--- config.mk ---
export PLATFORM = sky130hd
export DESIGN_NAME = sar_search
export DESIGN_NICKNAME = d
export VERILOG_FILES = /design/src/rtl/sar_pkg.sv /design/src/rtl/sar_step.sv /design/src/rtl/sar_search.sv
export SDC_FILE = /design/constraint.sdc
export NUM_CORES = 1
export LEC_CHECK = 0
export CAP_MARGIN = 20
export CORE_MARGIN = 5
export CORE_UTILIZATION = 45
export DETAILED_ROUTE_END_ITERATION = 10
export PLACE_DENSITY = 0.67
export SETUP_SLACK_MARGIN = 0.4
export SLEW_MARGIN = 40
export SYNTH_ARGS = -nofsm -noshare
export SYNTH_HDL_FRONTEND = slang
export SYNTH_SLANG_ARGS = --single-unit
--- constraint.sdc ---
create_clock -name clk -period 5.1 [get_ports clk]
set_clock_uncertainty 0.2 [all_clocks]
set_input_delay 1.02 -clock clk [delete_from_list [all_inputs] [get_ports clk]]
set_output_delay 1.02 -clock clk [all_outputs]
set_load 0.02 [all_outputs]
--- src/rtl/sar_pkg.sv ---
// Shared types and sizing for the successive-approximation search.
// Imported by sar_search and sar_step.
package sar_pkg;

  typedef enum logic [1:0] {
    S_IDLE,
    S_PROBE,
    S_DONE
  } state_e;

  function automatic int probe_w(input int w);
    return $clog2(w + 1) + 1;
  endfunction

  localparam int SAR_WIDTH = 8;
  localparam int SAR_PW    = probe_w(SAR_WIDTH);

endpackage

--- src/rtl/sar_step.sv ---
// One binary-search step: narrows [lo,hi] from a one-hot flag set
// and proposes the next midpoint.
module sar_step
  import sar_pkg::*;
#(
  parameter int WIDTH = 8
) (
  input  logic [WIDTH-1:0] lo_i,
  input  logic [WIDTH-1:0] hi_i,
  input  logic [WIDTH-1:0] trial_i,
  input  logic             lt_i,
  input  logic             eq_i,
  input  logic             gt_i,
  output logic [WIDTH-1:0] lo_o,
  output logic [WIDTH-1:0] hi_o,
  output logic [WIDTH-1:0] trial_o,
  output logic             term_o,
  output logic             miss_o
);

  logic [WIDTH:0] sum;

  always_comb begin
    lo_o   = lo_i;
    hi_o   = hi_i;
    term_o = 1'b0;
    miss_o = 1'b0;
    unique case (1'b1)
      eq_i: term_o = 1'b1;
      lt_i: begin
        if (trial_i == lo_i) begin
          term_o = 1'b1;
          miss_o = 1'b1;
        end else begin
          hi_o = trial_i - 1'b1;
        end
      end
      gt_i: begin
        if (trial_i == hi_i) begin
          term_o = 1'b1;
          miss_o = 1'b1;
        end else begin
          lo_o = trial_i + 1'b1;
        end
      end
      default: ;
    endcase
    // midpoint at WIDTH+1 bits so lo+hi never overflows
    sum     = {1'b0, lo_o} + {1'b0, hi_o};
    trial_o = sum[WIDTH:1];
  end

endmodule

--- src/rtl/sar_search.sv ---
// Binary search of a hidden target through an external comparator,
// one probe per clock.
module sar_search
  import sar_pkg::*;
#(
  parameter int WIDTH = 8,
  localparam int PW   = probe_w(WIDTH)
) (
  input  logic             clk,
  input  logic             rst_n,
  input  logic             start,
  input  logic             abort,
  output logic [WIDTH-1:0] trial,
  input  logic             cmp_lt,
  input  logic             cmp_eq,
  input  logic             cmp_gt,
  output logic             busy,
  output logic             done,
  output logic             found,
  output logic             err,
  output logic [WIDTH-1:0] result,
  output logic [PW-1:0]    probes
);

  state_e state_q, state_d;
  logic [WIDTH-1:0] lo_q, lo_d;
  logic [WIDTH-1:0] hi_q, hi_d;
  logic [WIDTH-1:0] trial_q, trial_d;
  logic [WIDTH-1:0] result_q, result_d;
  logic [PW-1:0]    probes_q, probes_d;
  logic             found_q, found_d;
  logic             err_q, err_d;

  logic             onehot;
  logic [WIDTH-1:0] nlo, nhi, ntrial;
  logic             term, miss;

  assign onehot = ({cmp_lt, cmp_eq, cmp_gt} == 3'b100) ||
                  ({cmp_lt, cmp_eq, cmp_gt} == 3'b010) ||
                  ({cmp_lt, cmp_eq, cmp_gt} == 3'b001);

  // step only ever sees a clean one-hot set; bad flags are caught here
  sar_step #(.WIDTH(WIDTH)) u_step (
    .lo_i   (lo_q),
    .hi_i   (hi_q),
    .trial_i(trial_q),
    .lt_i   (cmp_lt & onehot),
    .eq_i   (cmp_eq & onehot),
    .gt_i   (cmp_gt & onehot),
    .lo_o   (nlo),
    .hi_o   (nhi),
    .trial_o(ntrial),
    .term_o (term),
    .miss_o (miss)
  );

  always_comb begin
    state_d  = state_q;
    lo_d     = lo_q;
    hi_d     = hi_q;
    trial_d  = trial_q;
    result_d = result_q;
    probes_d = probes_q;
    found_d  = found_q;
    err_d    = err_q;
    unique case (state_q)
      S_IDLE: begin
        if (!abort && start) begin
          lo_d     = '0;
          hi_d     = '1;
          trial_d  = {1'b0, {(WIDTH-1){1'b1}}};
          probes_d = PW'(1);
          found_d  = 1'b0;
          err_d    = 1'b0;
          result_d = '0;
          state_d  = S_PROBE;
        end
      end
      S_PROBE: begin
        if (abort) begin
          state_d = S_IDLE;
        end else if (!onehot) begin
          err_d   = 1'b1;
          found_d = 1'b0;
          state_d = S_DONE;
        end else if (term) begin
          found_d = !miss;
          if (cmp_eq) result_d = trial_q;
          state_d = S_DONE;
        end else if (probes_q == PW'(WIDTH + 1)) begin
          err_d   = 1'b1;
          found_d = 1'b0;
          state_d = S_DONE;
        end else begin
          lo_d     = nlo;
          hi_d     = nhi;
          trial_d  = ntrial;
          probes_d = probes_q + 1'b1;
        end
      end
      S_DONE:  state_d = S_IDLE;
      default: state_d = S_IDLE;
    endcase
  end

  always_ff @(posedge clk or negedge rst_n) begin
    if (!rst_n) begin
      state_q  <= S_IDLE;
      lo_q     <= '0;
      hi_q     <= '1;
      trial_q  <= '0;
      result_q <= '0;
      probes_q <= '0;
      found_q  <= 1'b0;
      err_q    <= 1'b0;
    end else begin
      state_q  <= state_d;
      lo_q     <= lo_d;
      hi_q     <= hi_d;
      trial_q  <= trial_d;
      result_q <= result_d;
      probes_q <= probes_d;
      found_q  <= found_d;
      err_q    <= err_d;
    end
  end

  assign trial  = trial_q;
  assign result = result_q;
  assign probes = probes_q;
  assign found  = found_q;
  assign err    = err_q;
  assign busy   = (state_q == S_PROBE);
  assign done   = (state_q == S_DONE);

endmodule

### After elaboration in Yosys (flattened, before gate mapping)

Index checks and enable logic that the tools add are counted.

* flip-flop bits (word level): 41
* input bits: 7
* logic and storage cells: 100

* add/subtract/negate cells: 4
* reductions and logical operators: 12
* eq/ne operators: 19
* bitwise operators: 3
* mux-type cells: 54

Operators by type and width (number)
* $mux 8: 23
* $pmux 8 s2: 4
* $mux 5: 5
* $eq 8x8->1: 2
* $ne 2x2->1 const B: 6
* $reduce_and 6->1: 2
* $mux 1: 11
* $mux 2: 5
* $pmux 5 s2: 1
* $add 8x8->9: 1
* $add 8x1->8 const B: 1
* $sub 8x1->8 const B: 1
* $pmux 1 s2: 3
* $add 5x1->5 const B: 1
* $eq 5x4->1 const B: 1
* $ne 5x3->1 const B: 1
* $reduce_and 5->1: 1
* $ne 4x2->1 const B: 1
* $pmux 2 s2: 1
* $reduce_and 4->1: 1
* $and 1x1->1: 3
* $eq 3x1->1 const B: 1
* $eq 3x2->1 const B: 1
* $eq 3x3->1 const B: 1
* other kinds (12): 14

### Logic depth before layout (Yosys ltp)

Gate-level depths: netlist of run 1.

* depth in word-level cells: 11
* gate-level depth with buffers: 15
* depth with buffers taken out: 13

### Cells and area by module

From an unflattened synthesis of run 1, not the netlist that was laid out.

* cell total of the unflattened synthesis: 294
* area total of the unflattened synthesis: 2795.2 um2

Modules (own cells, without submodules)
* sar_search: instances 1, cells an instance 148, seq. area each 1036.0 um2, area an instance 1794.2 um2
* sar_step: instances 1, cells an instance 146, seq. area each 0.0 um2, area an instance 1001.0 um2

### Worst setup path before layout of run 1

OpenSTA, ideal clock, no wires.

* kind: input to register
* start point: in cmp_eq
* end point: reg trial_q[7], in the netlist trial[7]
* slack: 1.580 ns
* arrival time: 3.194 ns
* path buffers: 1
* data required time: 4.773 ns
* stages: 14
* cells stage by stage: nand2b_1 nor2_1 o21ai_2 clkbuf_1 nand2_1 o21ai_0 fa_1 a21o_1 a21oi_1 o21bai_1 a21oi_1 o21bai_1 a21oi_1 o21ai_0

* longest elaborated chain between the ends: 11
* elaborated cells between the ends (all ways): 20

Ends and longest elaborated chain
* from (decl): RTL line sar_search.sv:15 `input logic cmp_eq,`
* $eq 3x3->1 or $eq 3x2->1 (tied branches): RTL line sar_search.sv:38, sar_search.sv:39
* $logic_or 1x1->1: RTL line sar_search.sv:38 `assign onehot = ({cmp_lt, cmp_eq, cmp_gt} == 3'b100) ||`
* $logic_or 1x1->1: RTL line sar_search.sv:39 `({cmp_lt, cmp_eq, cmp_gt} == 3'b010) ||`
* $and 1x1->1, on equally long branches: RTL line sar_search.sv:49, sar_search.sv:47
* $mux 8: RTL line sar_step.sv:28 `unique case (1'b1)`
* $add 8x8->9: RTL line sar_step.sv:49 `sum = {1'b0, lo_o} + {1'b0, hi_o};`
* $mux 8: RTL line sar_search.sv:90 `end else if (probes_q == PW'(WIDTH + 1)) begin`
* $mux 8: RTL line sar_search.sv:86 `end else if (term) begin`
* $mux 8: RTL line sar_search.sv:82 `end else if (!onehot) begin`
* $mux 8: RTL line sar_search.sv:80 `if (abort) begin`
* $pmux 8 s2: RTL line sar_search.sv:66 `unique case (state_q)`
* to (signal assigned): RTL line sar_search.sv:120 `trial_q <= trial_d;`
* to (decl): RTL line sar_search.sv:28 `logic [WIDTH-1:0] trial_q, trial_d;`

Parallel ways exist; a longest one is shown, timed or not. The select of a mux whose other input is x is not followed.
A chain may end at the register's enable or synchronous reset.

### Worst setup path after layout of run 1

Ends and elaborated chain as after synthesis.

==> results of run 1 <==
==> metal layers <==
layer  wire length [microns]  part of all wire  track usage  vias up
li1                        -                 -            -     1021
met1                    2860              0.47        0.245     1010
met2                    2930              0.48        0.291       47
met3                     228             0.037       0.0304       10
met4                     104             0.017       0.0567        0
met5                       0                 0            0        -
==> critical path, delay by kind of cell <==
family | cells | cell delay, ns
compound gates | 9 | 1.60
buf+inv | 1 | 0.49
simple gates | 3 | 0.44
fa+ha+maj | 1 | 0.41
==> report_power, final <==
group / switching [mW] / internal (mW) / total [mW] / leakage (nW)
logic: 0.0947 / 0.0731 / 0.168 / 0.762
clock network: 0.115 / 0.159 / 0.274 / 0.0574
registers: 0.0223 / 0.341 / 0.363 / 0.501
==> path summary, 6_finish.rpt <==
check	startpoint	end	slack, ns	cells after the start
setup / recovery	cmp_eq	trial[7]	1.10	14
hold / removal	result[0]	result[0]	0.28	2
setup reg to reg	trial[2]	trial[7]	1.28	12
hold reg to reg	result[0]	result[0]	0.28	2
max in group asynchronous	rst_n	hi_q[2]	3.82	1
min in group asynchronous	rst_n	lo_q[6]	0.50	1
==> synth_stat cells, types with 2 or more instances <==
library cell and n:
sky130_fd_sc_hd__a21o_1 2, sky130_fd_sc_hd__a21oi_1 18, sky130_fd_sc_hd__a22o_1 8, sky130_fd_sc_hd__and3_1 3, sky130_fd_sc_hd__buf_2 2, sky130_fd_sc_hd__buf_4 9
sky130_fd_sc_hd__clkbuf_1 5, sky130_fd_sc_hd__dfrtp_1 33, sky130_fd_sc_hd__dfstp_2 8, sky130_fd_sc_hd__ha_1 11, sky130_fd_sc_hd__inv_1 11, sky130_fd_sc_hd__nand2_1 33
sky130_fd_sc_hd__nand2b_1 3, sky130_fd_sc_hd__nand3_1 5, sky130_fd_sc_hd__nand4_1 5, sky130_fd_sc_hd__nor2_1 17, sky130_fd_sc_hd__nor2b_1 5, sky130_fd_sc_hd__o211ai_2 2
sky130_fd_sc_hd__o21ai_0 14, sky130_fd_sc_hd__o21ai_1 9, sky130_fd_sc_hd__o21ai_2 3, sky130_fd_sc_hd__o21bai_1 2, sky130_fd_sc_hd__o22a_1 6, sky130_fd_sc_hd__o31ai_1 3
sky130_fd_sc_hd__xnor2_1 24, sky130_fd_sc_hd__xnor2_2 2, sky130_fd_sc_hd__xor2_1 11
==> logic make-up (layout without fill, tap and decap cells) <==
group | after synthesis | in the layout
XOR/XNOR | 37 | 37
adder cells (fa/ha/maj) | 12 | 12
AND/OR/NAND/NOR | 82 | 82
flip-flops | 41 | 41
multiplexers | 1 | 1
AO/OA/AOI/OAI | 78 | 78
buffers and inverters | 29 | 52
==> per-stage QoR <==
step,cells,instance area [sq um]
floorplan,280,2660
global placement,370,2950
detailed placement,370,2960
CTS,378,3080
global route,378,3080
finish,378,3080
==> placed cells by master, fill, tap and decap left out, types with 9 or more instances in the layout <==
master / instances
sky130_fd_sc_hd__dfrtp_1: 33
sky130_fd_sc_hd__nor2_1: 17
sky130_fd_sc_hd__o21ai_0: 14
sky130_fd_sc_hd__xnor2_1: 24
sky130_fd_sc_hd__nand2_1: 33
sky130_fd_sc_hd__xor2_1: 11
sky130_fd_sc_hd__o21ai_1: 9
sky130_fd_sc_hd__ha_1: 11
sky130_fd_sc_hd__clkdlybuf4s50_1: 30
sky130_fd_sc_hd__a21oi_1: 18
sky130_fd_sc_hd__inv_1: 11
==> registers in the layout, summed over array words and instances (netlist names) <==
signal,cells
err,1
found,1
hi_q,8
lo_q,8
probes,5
result,8
state_q,2
trial,8
==> final cells by class <==
| class | count | area, sq um | area share |
|---|---|---|---|
| clock inverters | 2 | 37.5 | 0.0122 |
| clock buffers | 6 | 82.6 | 0.0268 |
| repair buffers | 32 | 315 | 0.102 |
| flip-flops and latches | 41 | 1040 | 0.337 |
| multi-input cells | 210 | 1460 | 0.476 |
| inverters | 12 | 47.5 | 0.0155 |
| well taps | 75 | 93.8 | 0.0305 |
==> reports/metrics.cfg, run 1 <==
[detailed_routing]
via_count = 2088
routedWlPerCell_microns = 16.2
finalWirelength_microns = 6120
antenna_violating_nets_post_route = 0
drc = 0
number_of_violations_reported_at_the_end_of_detailed_routing_iteration_0 = 116
vias_per_cell = 5.52
detailedRoute.firstPassIterationCount = 4

[cells_and_area]
layout-drive-gt1-share = 0.109
layout.filler_cells = 543
layout-area-overhead-vs-synth_pct = 15.9
final_net_count = 321
post-route-util = 0.529
antenna_cells_inserted = 0

[logic_synthesis]
avg_synthesized_cell_area_sq_um = 9.48
syn_inst = 280
synth_compound_gate_area_share = 0.205
synthFlopType = sky130_fd_sc_hd__dfrtp_1
yosysTopAreaCell = sky130_fd_sc_hd__dfrtp_1
synth-simple-area-share = 0.155
synth.cell_area_sq_um = 2660
yosys-top-cells-area = sky130_fd_sc_hd__dfrtp_1, sky130_fd_sc_hd__dfstp_2, sky130_fd_sc_hd__xnor2_1
post-synth-top-area-fraction = 0.311
yosys.area_share.adder = 0.0594
synth-edff-count = 0
largest_family_of_logic_cells_by_synthesized_area = compound AO/OA/AOI/OAI gates
yosysUniqueCellTypes = 53
synth.yosys.seq_area_share = 0.390
synth_seq_cells = 41
synthesized_net_count = 299
synth_xor_area_frac = 0.128
synth-async-reset-ratio = 1.00
ys.warnings.count = 0
post_synth_mux_area_share = 0.00424

[sta]
slew_headroom = 0.562
finalSetupViolations = 0
rsz0062_at_grt = no
drv_slew = 0
min_period_over_period = 0.784
finalHoldViolCount = 0
timing.setup.tns_ns = 0
hold-worst-slack_ns = 0.282
max_freq_mhz = 250
period_minus_slack_ns = 4.00
timing.final.ws_setup_ns = 1.10
tightestPinTransition_ns = 0.656

[clock_tree]
insertion_delay_ns = 0.30
clock_path_buffers = 2
postCtsSetupRepairBufs = 0
cts_hold_repair.buffers = 0
htree_num_levels = 2
cts_tree = done
clock_sink_count = 41
cts.clk_slew.worst_paths_ns = 0.08
inserted_clock_buffers = 5
cts_repair_resize_count = 0
cell_at_the_root_of_the_clock_tree = sky130_fd_sc_hd__clkbuf_8

[grt]
grt_antenna_before_repair = 0
first_pass_grt_wire_length_microns = 10600
grt_start_max_net_pins = 42
vias_in_the_first_global_route = 2036
groute.usage.overall = 0.180
globalRoute.totalOverflow = 0

[min_path]
timing.hold.worst.class = flop to flop

[setup_path]
crit_required_ns = 5.06
slowest_library_cell_on_the_worst_path = sky130_fd_sc_hd__clkdlybuf4s50_1
max_stage_delay_ns = 0.49
sort_of_element_at_the_end_of_the_critical_path = flop
cp_max_fo = 18
critPathKind = primary input to flop
critPathArrivalTime_ns = 3.95
cell_breakdown_of_the_critical_path = clkdlybuf4s50_1 > nand2b_1 > nor2_1 > o21ai_2 > a21oi_1 > nor2_1 > fa_1 > a21o_1 > a21oi_1 > o21bai_1 > a21oi_1 > o21bai_1 > a21oi_1 > o21ai_0
crit_path_start_kind = primary input
most_used_cell_along_the_critical_path = sky130_fd_sc_hd__a21oi_1

[power]
worst_ir_drop_vdd_uv = 137
leakage_nw = 1.32
power.density_cell_area_nw_per_um2 = 262
design_power_total_mw = 0.806

[place]
place_worst_setup_slack_ns = 0.747
place_hpwl_microns = 4500
port_buffers = 31
gpl.final_weighted_congestion = 0.874

[die]
fp.coreArea_sq_um = 5820
dieArea_sq_um = 7540
ioPinCount = 32
dieWidth_microns = 86.8
floorplan.die.height_microns = 86.8
floorplan.initialDensity = 0.457
rows = 28

[status]
run_status = finished, final reports clean

[job]
maxCapViolations = 0

No activity file was read; power rests on OpenSTA's default activity.
==> inputs of run 2 (changes only) <==
==> constraint.sdc (replaced) <==
create_clock -name clk -period 4.15 [get_ports clk]
set_clock_uncertainty 0.2 [all_clocks]
set_input_delay 0.83 -clock clk [delete_from_list [all_inputs] [get_ports clk]]
set_output_delay 0.83 -clock clk [all_outputs]
set_load 0.02 [all_outputs]
==> run 2 against run 1 <==
Net effect:
- final cell count is 2.6% higher
- first-iteration DRC count is 15% higher
- sequential share of layout area fell by 0.75 points
- critical endpoint unchanged
- sequential power increased by 23%
- total power rose by 17%
- core utilization increased by 1.2 points
- die area is the same
- highest routed layer unchanged
==> reports/metrics.cfg, run 2 (same netlist as run 1, synthesis figures left out) <==
[setup_path]
critPathArrivalTime_ns = 3.53  ; was 3.95 ns
crit_required_ns = 4.11  ; was 5.06 ns
cp_max_fo = 11  ; was 18
critPathKind = primary input to flop  ; unchanged
sort_of_element_at_the_end_of_the_critical_path = flop  ; unchanged
crit_path_start_kind = primary input  ; unchanged

[sta]
drv_slew = 0  ; unchanged
rsz0062_at_grt = yes  ; was no
min_period_over_period = 0.861
period_minus_slack_ns = 3.57
finalHoldViolCount = 0  ; unchanged
timing.setup.tns_ns = 0  ; unchanged
max_freq_mhz = 280
finalSetupViolations = 0  ; unchanged
slew_headroom = 0.568  ; was 0.562
tightestPinTransition_ns = 0.646  ; was 0.656 ns

[clock_tree]
clock_sink_count = 41  ; unchanged
inserted_clock_buffers = 5  ; unchanged
cell_at_the_root_of_the_clock_tree = sky130_fd_sc_hd__clkbuf_8  ; unchanged
cts_tree = done  ; unchanged
clock_path_buffers = 2  ; unchanged
htree_num_levels = 2  ; unchanged
insertion_delay_ns = 0.30  ; about the same
cts.clk_slew.worst_paths_ns = 0.08  ; about the same

[cells_and_area]
post-route-cell-area_sq_um = 3150  ; was 3080 sq um
commonest_cells_after_routing_fill_and_taps_aside = sky130_fd_sc_hd__nand2_1, sky130_fd_sc_hd__dfrtp_1, sky130_fd_sc_hd__clkdlybuf4s50_1, sky130_fd_sc_hd__xnor2_1  ; was sky130_fd_sc_hd__nand2_1, sky130_fd_sc_hd__dfrtp_1, sky130_fd_sc_hd__clkdlybuf4s50_1, sky130_fd_sc_hd__xnor2_1, sky130_fd_sc_hd__a21oi_1
layout-area-overhead-vs-synth_pct = 18.5  ; was 15.9%
layoutNonFillerInstCount = 388  ; was 378
final_net_count = 331  ; was 321
layout-drive-gt1-share = 0.141  ; was 0.109
antenna_cells_inserted = 0  ; unchanged

[die]
floorplan.initialDensity = 0.457  ; unchanged
fp.coreArea_sq_um = 5820  ; unchanged
dieWidth_microns = 86.8  ; unchanged
ioPinCount = 32  ; unchanged
floorplan.die.height_microns = 86.8  ; unchanged
rows = 28  ; unchanged
dieArea_sq_um = 7540  ; unchanged

[detailed_routing]
vias_per_cell = 5.44  ; was 5.52
routedWlPerCell_microns = 15.9  ; was 16.2 microns
number_of_violations_reported_at_the_end_of_detailed_routing_iteration_0 = 133  ; was 116
detailedRoute.firstPassIterationCount = 4  ; unchanged
via_count = 2111  ; was 2088
drc = 0  ; unchanged
antenna_violating_nets_post_route = 0  ; unchanged
finalWirelength_microns = 6160  ; was 6120 microns

[job]
maxCapViolations = 0  ; unchanged

[status]
run_status = finished, final reports clean  ; unchanged

[power]
power.density_cell_area_nw_per_um2 = 299  ; was 262 nW/um^2
worst_ir_drop_vdd_uv = 140  ; was 137 uV
leakage_nw = 1.37  ; was 1.32 nW
design_power_total_mw = 0.940  ; was 0.806 mW

[grt]
grt_antenna_before_repair = 0  ; unchanged
globalRoute.totalOverflow = 0  ; unchanged
first_pass_grt_wire_length_microns = 10900  ; was 10600 microns
vias_in_the_first_global_route = 2148  ; was 2036
groute.usage.overall = 0.186  ; was 0.180
grt_start_max_net_pins = 42  ; unchanged

[min_path]
timing.hold.worst.class = flop to flop  ; unchanged

[place]
place_hpwl_microns = 4560  ; was 4500 microns
gpl.final_weighted_congestion = 0.880  ; was 0.874
instance_area_at_placement_sq_um = 3020  ; was 2960 sq um
place_inst = 379  ; was 370
port_buffers = 31  ; unchanged

-- run 2: cell count changes in the layout (fill, tap and decap cells not counted), sizes merged --
cell / before / now
clkbuf: 6 / 7
buf: 2 / 12
dlymetal6s2s: 0 / 1
bufinv: 1 / 0
clkdlybuf4s50: 30 / 29
-- run 2: cell type report --
| class | count | area (sq um) |
|---|---|---|
| timing repair buffer | 42 | 397 |
| inverter | 12 | 47.5 |
| clock inverter | 1 | 7.51 |
| sequential | 41 | 1040 |
| fill | 554 | 2670 |
| tap | 75 | 93.8 |
| multi-input combinational | 210 | 1480 |
| clock buffer | 7 | 86.3 |
-- run 2: metal layers --
layer  vias up  track usage  part of all wire
li1       1040            -                 -
met1      1024        0.257              0.47
met2        39        0.293              0.47
met3         8       0.0361             0.041
met4         0       0.0567             0.017
met5         -            0                 0
-- run 2: where the power goes --
| group | internal [mW] | leakage [nW] | switching, mW |
|---|---|---|---|
| logic | 0.0967 | 0.822 | 0.120 |
| clock network | 0.135 | 0.0445 | 0.142 |
| registers | 0.419 | 0.501 | 0.0259 |
-- run 2: path summary, 6_finish.rpt --
path                       startpoint    endpoint  slack, ns  depth (start not counted)
hold / removal              result[0]   result[0]       0.28                          2
max in group asynchronous       rst_n     hi_q[7]       3.08                          1
min in group asynchronous       rst_n  state_q[1]       0.30                          1
setup reg to reg             trial[1]    trial[7]       0.69                         14
hold reg to reg             result[0]   result[0]       0.28                          2
setup / recovery               cmp_lt    trial[7]       0.58                         15
-- run 2: critical path, stage by stage --
cell	delay, ns
sky130_fd_sc_hd__clkdlybuf4s50_1	0.55
sky130_fd_sc_hd__nand2b_1	0.12
sky130_fd_sc_hd__nor2_1	0.14
sky130_fd_sc_hd__o21ai_2	0.15
sky130_fd_sc_hd__buf_4	0.20
sky130_fd_sc_hd__nand2_1	0.06
sky130_fd_sc_hd__o21ai_0	0.14
sky130_fd_sc_hd__ha_1	0.34
sky130_fd_sc_hd__a21o_1	0.18
sky130_fd_sc_hd__a21oi_1	0.22
sky130_fd_sc_hd__o21bai_1	0.11
sky130_fd_sc_hd__a21oi_2	0.18
sky130_fd_sc_hd__o21bai_1	0.08
sky130_fd_sc_hd__a21oi_1	0.13
sky130_fd_sc_hd__o21ai_0	0.08
-- run 2: repair_timing --
action,4_1_cts,5_1_grt
gates resized for setup,0,8
setup buffers,0,1
endpoints found under the setup margin,0,3
hold buffers,0,0
-- run 2: through the flow --
| stage | utilization | setup slack, ns | hold WS [ns] |
|---|---|---|---|
| global route | 0.541 | 0.334 | 0.305 |
| finish | 0.541 | 0.577 | 0.280 |
| detailed placement | 0.520 | 0.232 | 0.273 |
| floorplan | - | 0.795 | 0.254 |
| global placement | 0.520 | 0.257 | 0.260 |
| CTS | 0.536 | 0.541 | 0.290 |
